`src/rtl/pll_cfg_pkg.sv`:
```
// Shared types and constants for the HDMI PLL dynamic-configuration controller.
package pll_cfg_pkg;

  localparam int unsigned DIV_W   = 10;
  localparam int unsigned PHASE_W = 13;

  localparam int unsigned PLL_DEF_IDIV  = 2;
  localparam int unsigned PLL_DEF_FDIV  = 32;
  localparam int unsigned PLL_DEF_ODIV  = 100;
  localparam int unsigned PLL_DEF_DUTY  = 100;
  localparam int unsigned PLL_DEF_PHASE = 16;

  typedef enum logic [1:0] {
    StRst,
    StWait,
    StRun,
    StFail
  } pll_state_e;

  typedef struct packed {
    logic [DIV_W-1:0]   idiv;
    logic [DIV_W-1:0]   fdiv;
    logic [DIV_W-1:0]   odiv0;
    logic [DIV_W-1:0]   odiv1;
    logic [DIV_W-1:0]   duty0;
    logic [DIV_W-1:0]   duty1;
    logic [PHASE_W-1:0] phase0;
    logic [PHASE_W-1:0] phase1;
  } pll_cfg_t;

  // Bits needed to hold values 0..value-1; never less than one.
  function automatic int unsigned clog2(input int unsigned value);
    int unsigned width;
    width = 1;
    while ((32'd1 << width) < value) begin
      width++;
    end
    return width;
  endfunction

endpackage

```
`src/rtl/pll_lock_sync.sv`:
```
// Two-flop synchronizer bringing the asynchronous PLL lock into the clk domain.
module pll_lock_sync (
  input  logic clk,
  input  logic rst,
  input  logic lock_i,
  output logic lock_o
);

  logic meta_q, sync_q;

  always_ff @(posedge clk or posedge rst) begin
    if (rst) begin
      meta_q <= 1'b0;
      sync_q <= 1'b0;
    end else begin
      meta_q <= lock_i;
      sync_q <= meta_q;
    end
  end

  assign lock_o = sync_q;

endmodule

```
`src/rtl/pll_dyn_cfg_ctrl.sv`:
```
// HDMI PLL dynamic-configuration controller: applies divider sets, sequences PLL reset
// and lock acquisition, and reports done/error/lock-loss status.
module pll_dyn_cfg_ctrl
  import pll_cfg_pkg::*;
#(
  parameter int unsigned RST_HOLD     = 16,
  parameter int unsigned LOCK_STABLE  = 8,
  parameter int unsigned LOCK_TIMEOUT = 200000,
  parameter int unsigned DEF_IDIV     = PLL_DEF_IDIV,
  parameter int unsigned DEF_FDIV     = PLL_DEF_FDIV,
  parameter int unsigned DEF_ODIV     = PLL_DEF_ODIV,
  parameter int unsigned DEF_DUTY     = PLL_DEF_DUTY,
  parameter int unsigned DEF_PHASE    = PLL_DEF_PHASE
) (
  input  logic               clk,
  input  logic               rst,
  input  logic               cfg_valid,
  output logic               cfg_ready,
  input  logic [DIV_W-1:0]   cfg_idiv,
  input  logic [DIV_W-1:0]   cfg_fdiv,
  input  logic [DIV_W-1:0]   cfg_odiv0,
  input  logic [DIV_W-1:0]   cfg_odiv1,
  input  logic [DIV_W-1:0]   cfg_duty0,
  input  logic [DIV_W-1:0]   cfg_duty1,
  input  logic [PHASE_W-1:0] cfg_phase0,
  input  logic [PHASE_W-1:0] cfg_phase1,
  input  logic               pll_lock,
  output logic               pll_rst,
  output logic [DIV_W-1:0]   dyn_idiv,
  output logic [DIV_W-1:0]   dyn_fdiv,
  output logic [DIV_W-1:0]   dyn_odiv0,
  output logic [DIV_W-1:0]   dyn_odiv1,
  output logic [DIV_W-1:0]   dyn_duty0,
  output logic [DIV_W-1:0]   dyn_duty1,
  output logic [PHASE_W-1:0] dyn_phase0,
  output logic [PHASE_W-1:0] dyn_phase1,
  output logic               locked,
  output logic               busy,
  output logic               cfg_done,
  output logic               cfg_err,
  output logic [7:0]         lock_loss_cnt
);

  localparam int unsigned RstW  = clog2(RST_HOLD);
  localparam int unsigned StabW = clog2(LOCK_STABLE + 1);
  localparam int unsigned TimeW = clog2(LOCK_TIMEOUT + 1);

  localparam pll_cfg_t DefCfg = '{
    idiv:   DIV_W'(DEF_IDIV),
    fdiv:   DIV_W'(DEF_FDIV),
    odiv0:  DIV_W'(DEF_ODIV),
    odiv1:  DIV_W'(DEF_ODIV),
    duty0:  DIV_W'(DEF_DUTY),
    duty1:  DIV_W'(DEF_DUTY),
    phase0: PHASE_W'(DEF_PHASE),
    phase1: PHASE_W'(DEF_PHASE)
  };

  pll_state_e       state_q, state_d;
  logic [RstW-1:0]  rst_cnt_q, rst_cnt_d;
  logic [TimeW-1:0] timeout_q, timeout_d;
  logic [StabW-1:0] stable_q, stable_d;
  logic             pll_rst_q;
  logic             cfg_done_q, cfg_done_d;
  logic             cfg_err_q, cfg_err_d;
  logic [7:0]       lock_loss_q;
  pll_cfg_t         dyn_q, cfg_req;
  logic             lock_s, xfer, cfg_ok, load_cfg, loss_inc;

  pll_lock_sync u_lock_sync (
    .clk    (clk),
    .rst    (rst),
    .lock_i (pll_lock),
    .lock_o (lock_s)
  );

  assign cfg_req = '{
    idiv:   cfg_idiv,
    fdiv:   cfg_fdiv,
    odiv0:  cfg_odiv0,
    odiv1:  cfg_odiv1,
    duty0:  cfg_duty0,
    duty1:  cfg_duty1,
    phase0: cfg_phase0,
    phase1: cfg_phase1
  };

  assign cfg_ok = (|cfg_idiv) && (|cfg_fdiv) && (|cfg_odiv0) && (|cfg_odiv1);
  assign xfer   = cfg_valid && cfg_ready;

  // Consecutive synchronized-lock count, saturating once the stability target is met.
  always_comb begin
    stable_d = '0;
    if (lock_s) begin
      stable_d = (stable_q == StabW'(LOCK_STABLE)) ? stable_q : stable_q + 1'b1;
    end
  end

  always_comb begin
    state_d    = state_q;
    rst_cnt_d  = '0;
    timeout_d  = '0;
    cfg_done_d = 1'b0;
    cfg_err_d  = 1'b0;
    load_cfg   = 1'b0;
    loss_inc   = 1'b0;
    unique case (state_q)
      StRst: begin
        rst_cnt_d = rst_cnt_q + 1'b1;
        if (rst_cnt_q == RstW'(RST_HOLD - 1)) begin
          rst_cnt_d = '0;
          state_d   = StWait;
        end
      end
      StWait: begin
        timeout_d = timeout_q + 1'b1;
        // Lock takes priority over a simultaneous timeout.
        if (stable_d == StabW'(LOCK_STABLE)) begin
          state_d    = StRun;
          cfg_done_d = 1'b1;
        end else if (timeout_d == TimeW'(LOCK_TIMEOUT)) begin
          state_d   = StFail;
          cfg_err_d = 1'b1;
        end
      end
      StRun: begin
        if (!lock_s) begin
          loss_inc = 1'b1;
          state_d  = StWait;
        end
      end
      StFail: ;
      default: state_d = StRst;
    endcase
    // An accepted request overrides the lock-loss transition but not its count.
    if (xfer) begin
      if (cfg_ok) begin
        load_cfg = 1'b1;
        state_d  = StRst;
      end else begin
        cfg_err_d = 1'b1;
      end
    end
  end

  always_ff @(posedge clk or posedge rst) begin
    if (rst) begin
      state_q     <= StRst;
      rst_cnt_q   <= '0;
      timeout_q   <= '0;
      stable_q    <= '0;
      pll_rst_q   <= 1'b1;
      cfg_done_q  <= 1'b0;
      cfg_err_q   <= 1'b0;
      dyn_q       <= DefCfg;
      lock_loss_q <= '0;
    end else begin
      state_q    <= state_d;
      rst_cnt_q  <= rst_cnt_d;
      timeout_q  <= timeout_d;
      stable_q   <= stable_d;
      pll_rst_q  <= (state_d == StRst);
      cfg_done_q <= cfg_done_d;
      cfg_err_q  <= cfg_err_d;
      if (load_cfg) begin
        dyn_q <= cfg_req;
      end
      if (loss_inc && (lock_loss_q != 8'hff)) begin
        lock_loss_q <= lock_loss_q + 8'd1;
      end
    end
  end

  assign cfg_ready     = (state_q == StRun) || (state_q == StFail);
  assign locked        = (state_q == StRun);
  assign busy          = (state_q == StRst) || (state_q == StWait);
  assign pll_rst       = pll_rst_q;
  assign cfg_done      = cfg_done_q;
  assign cfg_err       = cfg_err_q;
  assign lock_loss_cnt = lock_loss_q;

  assign dyn_idiv   = dyn_q.idiv;
  assign dyn_fdiv   = dyn_q.fdiv;
  assign dyn_odiv0  = dyn_q.odiv0;
  assign dyn_odiv1  = dyn_q.odiv1;
  assign dyn_duty0  = dyn_q.duty0;
  assign dyn_duty1  = dyn_q.duty1;
  assign dyn_phase0 = dyn_q.phase0;
  assign dyn_phase1 = dyn_q.phase1;

endmodule

```
`config.mk`:
```
export PLATFORM = sky130hd
export DESIGN_NAME = pll_dyn_cfg_ctrl
export DESIGN_NICKNAME = d
export VERILOG_FILES = /design/src/rtl/pll_cfg_pkg.sv /design/src/rtl/pll_lock_sync.sv /design/src/rtl/pll_dyn_cfg_ctrl.sv
export SDC_FILE = /design/constraint.sdc
export NUM_CORES = 1
export LEC_CHECK = 0
export CAP_MARGIN = 25
export CORE_MARGIN = 2
export CORE_UTILIZATION = 45
export CTS_CLUSTER_SIZE = 20
export DETAILED_ROUTE_END_ITERATION = 8
export HOLD_SLACK_MARGIN = 0.02
export MAX_ROUTING_LAYER = met4
export PLACE_DENSITY = 0.89
export SLEW_MARGIN = 20
export SYNTH_ARGS = -nofsm -noshare
export SYNTH_HDL_FRONTEND = slang
export SYNTH_SLANG_ARGS = --single-unit
```
`constraint.sdc`:
```
create_clock -name clk -period 5.9 [get_ports clk]
set_input_delay 1.77 -clock clk [delete_from_list [all_inputs] [get_ports clk]]
set_output_delay 1.77 -clock clk [all_outputs]
set_load 0.01 [all_outputs]
```
# Word level (Yosys, flattened, before mapping)
# Cells that the tools add are included.
# word_totals
input_bits	90
register_bits	127
wordCells	66
output_inout_bits	100
# classes
n_addsub	4
muxes	23
n_reduce_logical	13
n_eq_ne	8
# op_table
operator	count
10-bit OR reduction	4
18-bit by 1-bit adder with 18-bit output (second input constant)	1
18-bit == test (second input constant)	1
18-bit 2-to-1 mux	1
4-bit 2-to-1 mux	4
4-bit == test (second input constant)	3
2-bit 2-to-1 mux	6
1-bit 2-to-1 mux	11
4-bit by 1-bit adder with 4-bit output (second input constant)	2
8-bit by 1-bit adder with 8-bit output (second input constant)	1
8-bit inequality test (second input constant)	1
2-bit one-hot mux with 3 select lines	1
1-bit logical AND	5
2-bit == test (second input constant)	2
2-bit zero test	2
2-bit by 1-bit == test with 1-bit output (second input constant)	1
1-bit logical OR	2

# Depth between registers and ports, before layout
# depth
depth_word	9
depth_mapped	8
depth_no_buf	8

# Cells and area by module
# A second synthesis with hierarchy kept.
# unflattened
hier_cells	400
area_unflattened_um2	5347.6
# modules_own_cells
module	seq_area_each_um2	cells_per_inst	n_inst	area_per_inst_um2
pll_dyn_cfg_ctrl	3149.3	397	1	5293.8
pll_lock_sync	50.0	3	1	53.8

# Least setup slack after synthesis
# OpenSTA, ideal clock, no wires.
# synth_timing
kind	input -> register
from	input cfg_idiv[4]
to	register dyn_q, in the netlist dyn_duty0[0]
path_buffers	2
setup_time_ns	0.125
stages	7
arrival_ns	3.010
t_required_ns	5.775
setup_slack_ns	2.765
path_cell_list	nor4_1 nand3_1 nand4_1 nor2_1 buf_2 buf_2 mux2_2
# synth_between
elab_chain_len	6
# synth_rtl
element	line	source
start: declaration	pll_dyn_cfg_ctrl.sv:19	input logic [DIV_W-1:0] cfg_idiv,
10-bit OR reduction	pll_dyn_cfg_ctrl.sv:88	assign cfg_ok = (|cfg_idiv) && (|cfg_fdiv) && (|cfg_odiv0) && (|cfg_odiv1);
1-bit logical AND (3 in a row)	pll_dyn_cfg_ctrl.sv:88	
1-bit 2-to-1 mux	pll_dyn_cfg_ctrl.sv:137	if (cfg_ok) begin
1-bit 2-to-1 mux	pll_dyn_cfg_ctrl.sv:136	if (xfer) begin
end signal: assignment	pll_dyn_cfg_ctrl.sv:155	dyn_q <= DefCfg;
end signal: assignment	pll_dyn_cfg_ctrl.sv:166	dyn_q <= cfg_req;
end: declaration	pll_dyn_cfg_ctrl.sv:67	pll_cfg_t dyn_q, cfg_req;
# Every way passes these cells.
# A chain may end at the register's enable or synchronous reset.

# Worst setup path in the final report
# layout_timing
from	input cfg_odiv0[4]
to	register dyn_q, in the netlist dyn_idiv[3]
# layout_between
elab_chain_len	5
# layout_rtl
element	line	source
start: declaration	pll_dyn_cfg_ctrl.sv:21	input logic [DIV_W-1:0] cfg_odiv0,
10-bit OR reduction	pll_dyn_cfg_ctrl.sv:88	
1-bit logical AND (2 in a row)	pll_dyn_cfg_ctrl.sv:88	
1-bit 2-to-1 mux	pll_dyn_cfg_ctrl.sv:137	
1-bit 2-to-1 mux	pll_dyn_cfg_ctrl.sv:136	
# Every way passes these cells.

==> results.ini <==
[clock_tree]
clkSinkCount=127
tritoncts=done
root_buffer=clkbuf_16
htreeDepth=4
numCtsBuffers=17
clock_latency_ns=0.41
cts.repair.resized=0
post-cts-setup-buffers=0
clk_pin_slew_ns=0.06
postCtsHoldBufs=0
cts_buffer_depth=2

[final_layout]
layout_common_cells=clkdlybuf4s50_1, dfrtp_1, mux2_2
area_growth_pct=49.03
stdcell_area_mm2=0.007964
fin_util=0.6915
antenna_cells=0
regArea_mm2=0.003199
drive_gt1_frac=0.2397
fin_cells=752
mostFrequentLayoutCell=clkdlybuf4s50_1
final_nets=691
fill_cells=804
multiInputGateArea_mm2=0.002046

[sta]
post-route-min-period_ns=3.602
final_hold_viol_count=0
skew_ns=0.007846
slew_headroom=0.4578
finalWorstSetupSlack_ns=2.298
setup_viol=0
drv_slew=0
fin_tns_setup_ns=0
rsz0062_at_grt=no
fmax_mhz=277.6
tightestPinTransition_ns=0.8132
fin_crit_sh=0.6106

[logic_synthesis]
syn_inst=399
ys_seq_area_frac=0.5987
syn_nets=494
yosys_warnings=0
synth.distinct_cells=44
synth-seq-cells=127
synth_edf_count=0
synth_ff_type=dfrtp_1
async_flop_share=1.000
synth_area_mm2=0.005344
synth.avg_cell_area_um2=13.39

[status]
outcome=finished, violations left
violations=design-rule violations

[placed_design]
port-buffer-count=189
gp_congestion=0.8262
placedInstanceArea_mm2=0.007382
hpwl_um=9973
detailedPlace.worstSlack_ns=1.877
dp.cells=720

[drt]
drt_iter0_markers=165
ant_nets=0
wirelength_um=13620
dr.pass1.iters=6
drc=4
via_per_inst=5.190
vias=3903
detail_route.wl_per_cell_um=18.11

[die]
die_w_um=113.0
dieHeight_um=113.0
initial_utilization=0.4640
core_region_area_mm2=0.01152
ioPinCount=190
dieArea_mm2=0.01276
num_rows=39

[global_route]
antenna_found_initial=0
grt_remaining_overflow=0
grt_first_pass_wirelength_um=21920
first_global_vias=4337
grt_usage=0.2299
grt_start_max_net_pins=68

[setup_path]
startpoint_type=primary input
path_class=primary input to flip-flop
cp.arrival_ns=3.89
crit_required_ns=6.19
end_kind=flip-flop
crit_fanout=50

[power]
leakagePower_nw=3.487
powerDensity_mw_per_mm2=445.5
power_frac_comb=0.325
clock_power_share=0.286
swShare=0.2737
p_switching_w=0.0009711
internal-power_w=0.002577
pwr-share-seq=0.389
ir_worst_vdd_v=0.0003408

[run]
cap_violations=0

[hold_path]
hp-class=flip-flop to flip-flop

[cells in the mapped netlist (3+ instances only)]
| cell | count | share of area |
|---|---|---|
| nand4b_1 | 3 | 0.0049 |
| xnor2_1 | 18 | 0.030 |
| inv_1 | 9 | 0.0063 |
| nor2b_1 | 3 | 0.0035 |
| o21ai_0 | 6 | 0.0056 |
| dfstp_2 | 17 | 0.084 |
| xor2_1 | 7 | 0.011 |
| nor3_1 | 6 | 0.0056 |
| and3_1 | 4 | 0.0047 |
| ha_1 | 5 | 0.012 |
| mux2_2 | 87 | 0.18 |
| and2_1 | 4 | 0.0047 |
| nand2_1 | 13 | 0.0091 |
| nand3_1 | 16 | 0.015 |
| dfrtp_1 | 110 | 0.52 |
| clkbuf_1 | 7 | 0.0049 |
| buf_2 | 7 | 0.0066 |
| nor4_1 | 11 | 0.013 |
| nand4_1 | 5 | 0.0059 |
| nor2_1 | 32 | 0.022 |
[per-stage QoR]
| stage | hold WS, ns | power, W |
|---|---|---|
| 6_report | 0.3573 | 0.003548 |
| 5_1_grt | 0.3776 | 0.003711 |
| 3_3_place_gp | 0.3383 | 0.002492 |
| 2_1_floorplan | 0.3312 | 0.001826 |
| 4_1_cts | 0.3559 | 0.003589 |
| 3_5_place_dp | 0.3363 | 0.002549 |
[cell type report]
| type | instances | area share |
|---|---|---|
| clock inverters | 6 | 0.01037 |
| multi-input cells | 248 | 0.2569 |
| flip-flops and latches | 127 | 0.4017 |
| clock buffers | 26 | 0.06269 |
| repair buffers | 193 | 0.2413 |
| well taps | 143 | 0.02247 |
| inverters | 9 | 0.004556 |
[cell families (layout without fill, tap and decap cells)]
family / after synthesis / count (layout) / synth area share
AND/OR/NAND/NOR: 115 / 115 / 0.1246
AO/OA/AOI/OAI: 15 / 15 / 0.01897
buffers and inverters: 24 / 234 / 0.01990
XOR/XNOR: 25 / 25 / 0.04097
adder cells (fa/ha/maj): 5 / 5 / 0.01171
flip-flops: 127 / 127 / 0.5987
multiplexers: 88 / 88 / 0.1852
[power groups by stage]
| stage | combinational [W] | clock, W | sequential, W |
|---|---|---|---|
| 4_1_cts | 0.00117 | 0.00104 | 0.00138 |
| 2_1_floorplan | 0.000343 | 0 | 0.00148 |
| 6_report | 0.00115 | 0.00102 | 0.00138 |
| 5_1_grt | 0.00122 | 0.00107 | 0.00142 |
| 3_5_place_dp | 0.00116 | 0 | 0.00139 |
| 3_3_place_gp | 0.00113 | 0 | 0.00137 |
[registers in the layout (all words and copies together) (netlist names)]
| name | cells |
|---|---|
| dyn_phase0 | 13 |
| lock_loss_cnt | 8 |
| dyn_odiv1 | 10 |
| dyn_duty0 | 10 |
| state_q | 2 |
| u_lock_sync.meta_q | 1 |
| stable_q | 4 |
| dyn_idiv | 10 |
| rst_cnt_q | 4 |
| pll_rst | 1 |
| timeout_q | 18 |
| dyn_duty1 | 10 |
| cfg_err | 1 |
| u_lock_sync.lock_o | 1 |
| cfg_done | 1 |
| dyn_fdiv | 10 |
| dyn_phase1 | 13 |
| dyn_odiv0 | 10 |
[routing by layer]
metal  up-vias  GRT usage  wire length [um]
li1       1814          -                 -
met1      1929     0.2435              4999
met2       144     0.4064              7490
met3        16    0.07338               920
met4         0    0.07886               207
met5         -          -                 0
[path summary, 6_finish.rpt]
check / start / to / cells after the start / slack, ns
worst max-delay path: cfg_odiv0[4] / dyn_idiv[3] / 7 / 2.30
worst min-delay path: u_lock_sync.meta_q / u_lock_sync.lock_o / 0 / 0.36
worst max register to register: timeout_q[3] / cfg_err / 6 / 3.75
worst min register to register: u_lock_sync.meta_q / u_lock_sync.lock_o / 0 / 0.36
max in group asynchronous: rst / dyn_odiv0[6] / 3 / 3.01
min in group asynchronous: rst / lock_loss_cnt[6] / 2 / 1.86
[critical path, cell delays in order]
cell and delay (ns):
clkdlybuf4s50_1 0.50, nor4_1 0.07, nand3_1 0.12, nand4_1 0.28
nor2_4 0.17, buf_4 0.54, mux2_2 0.42
Note: power is estimated with default switching activity, not from simulation.
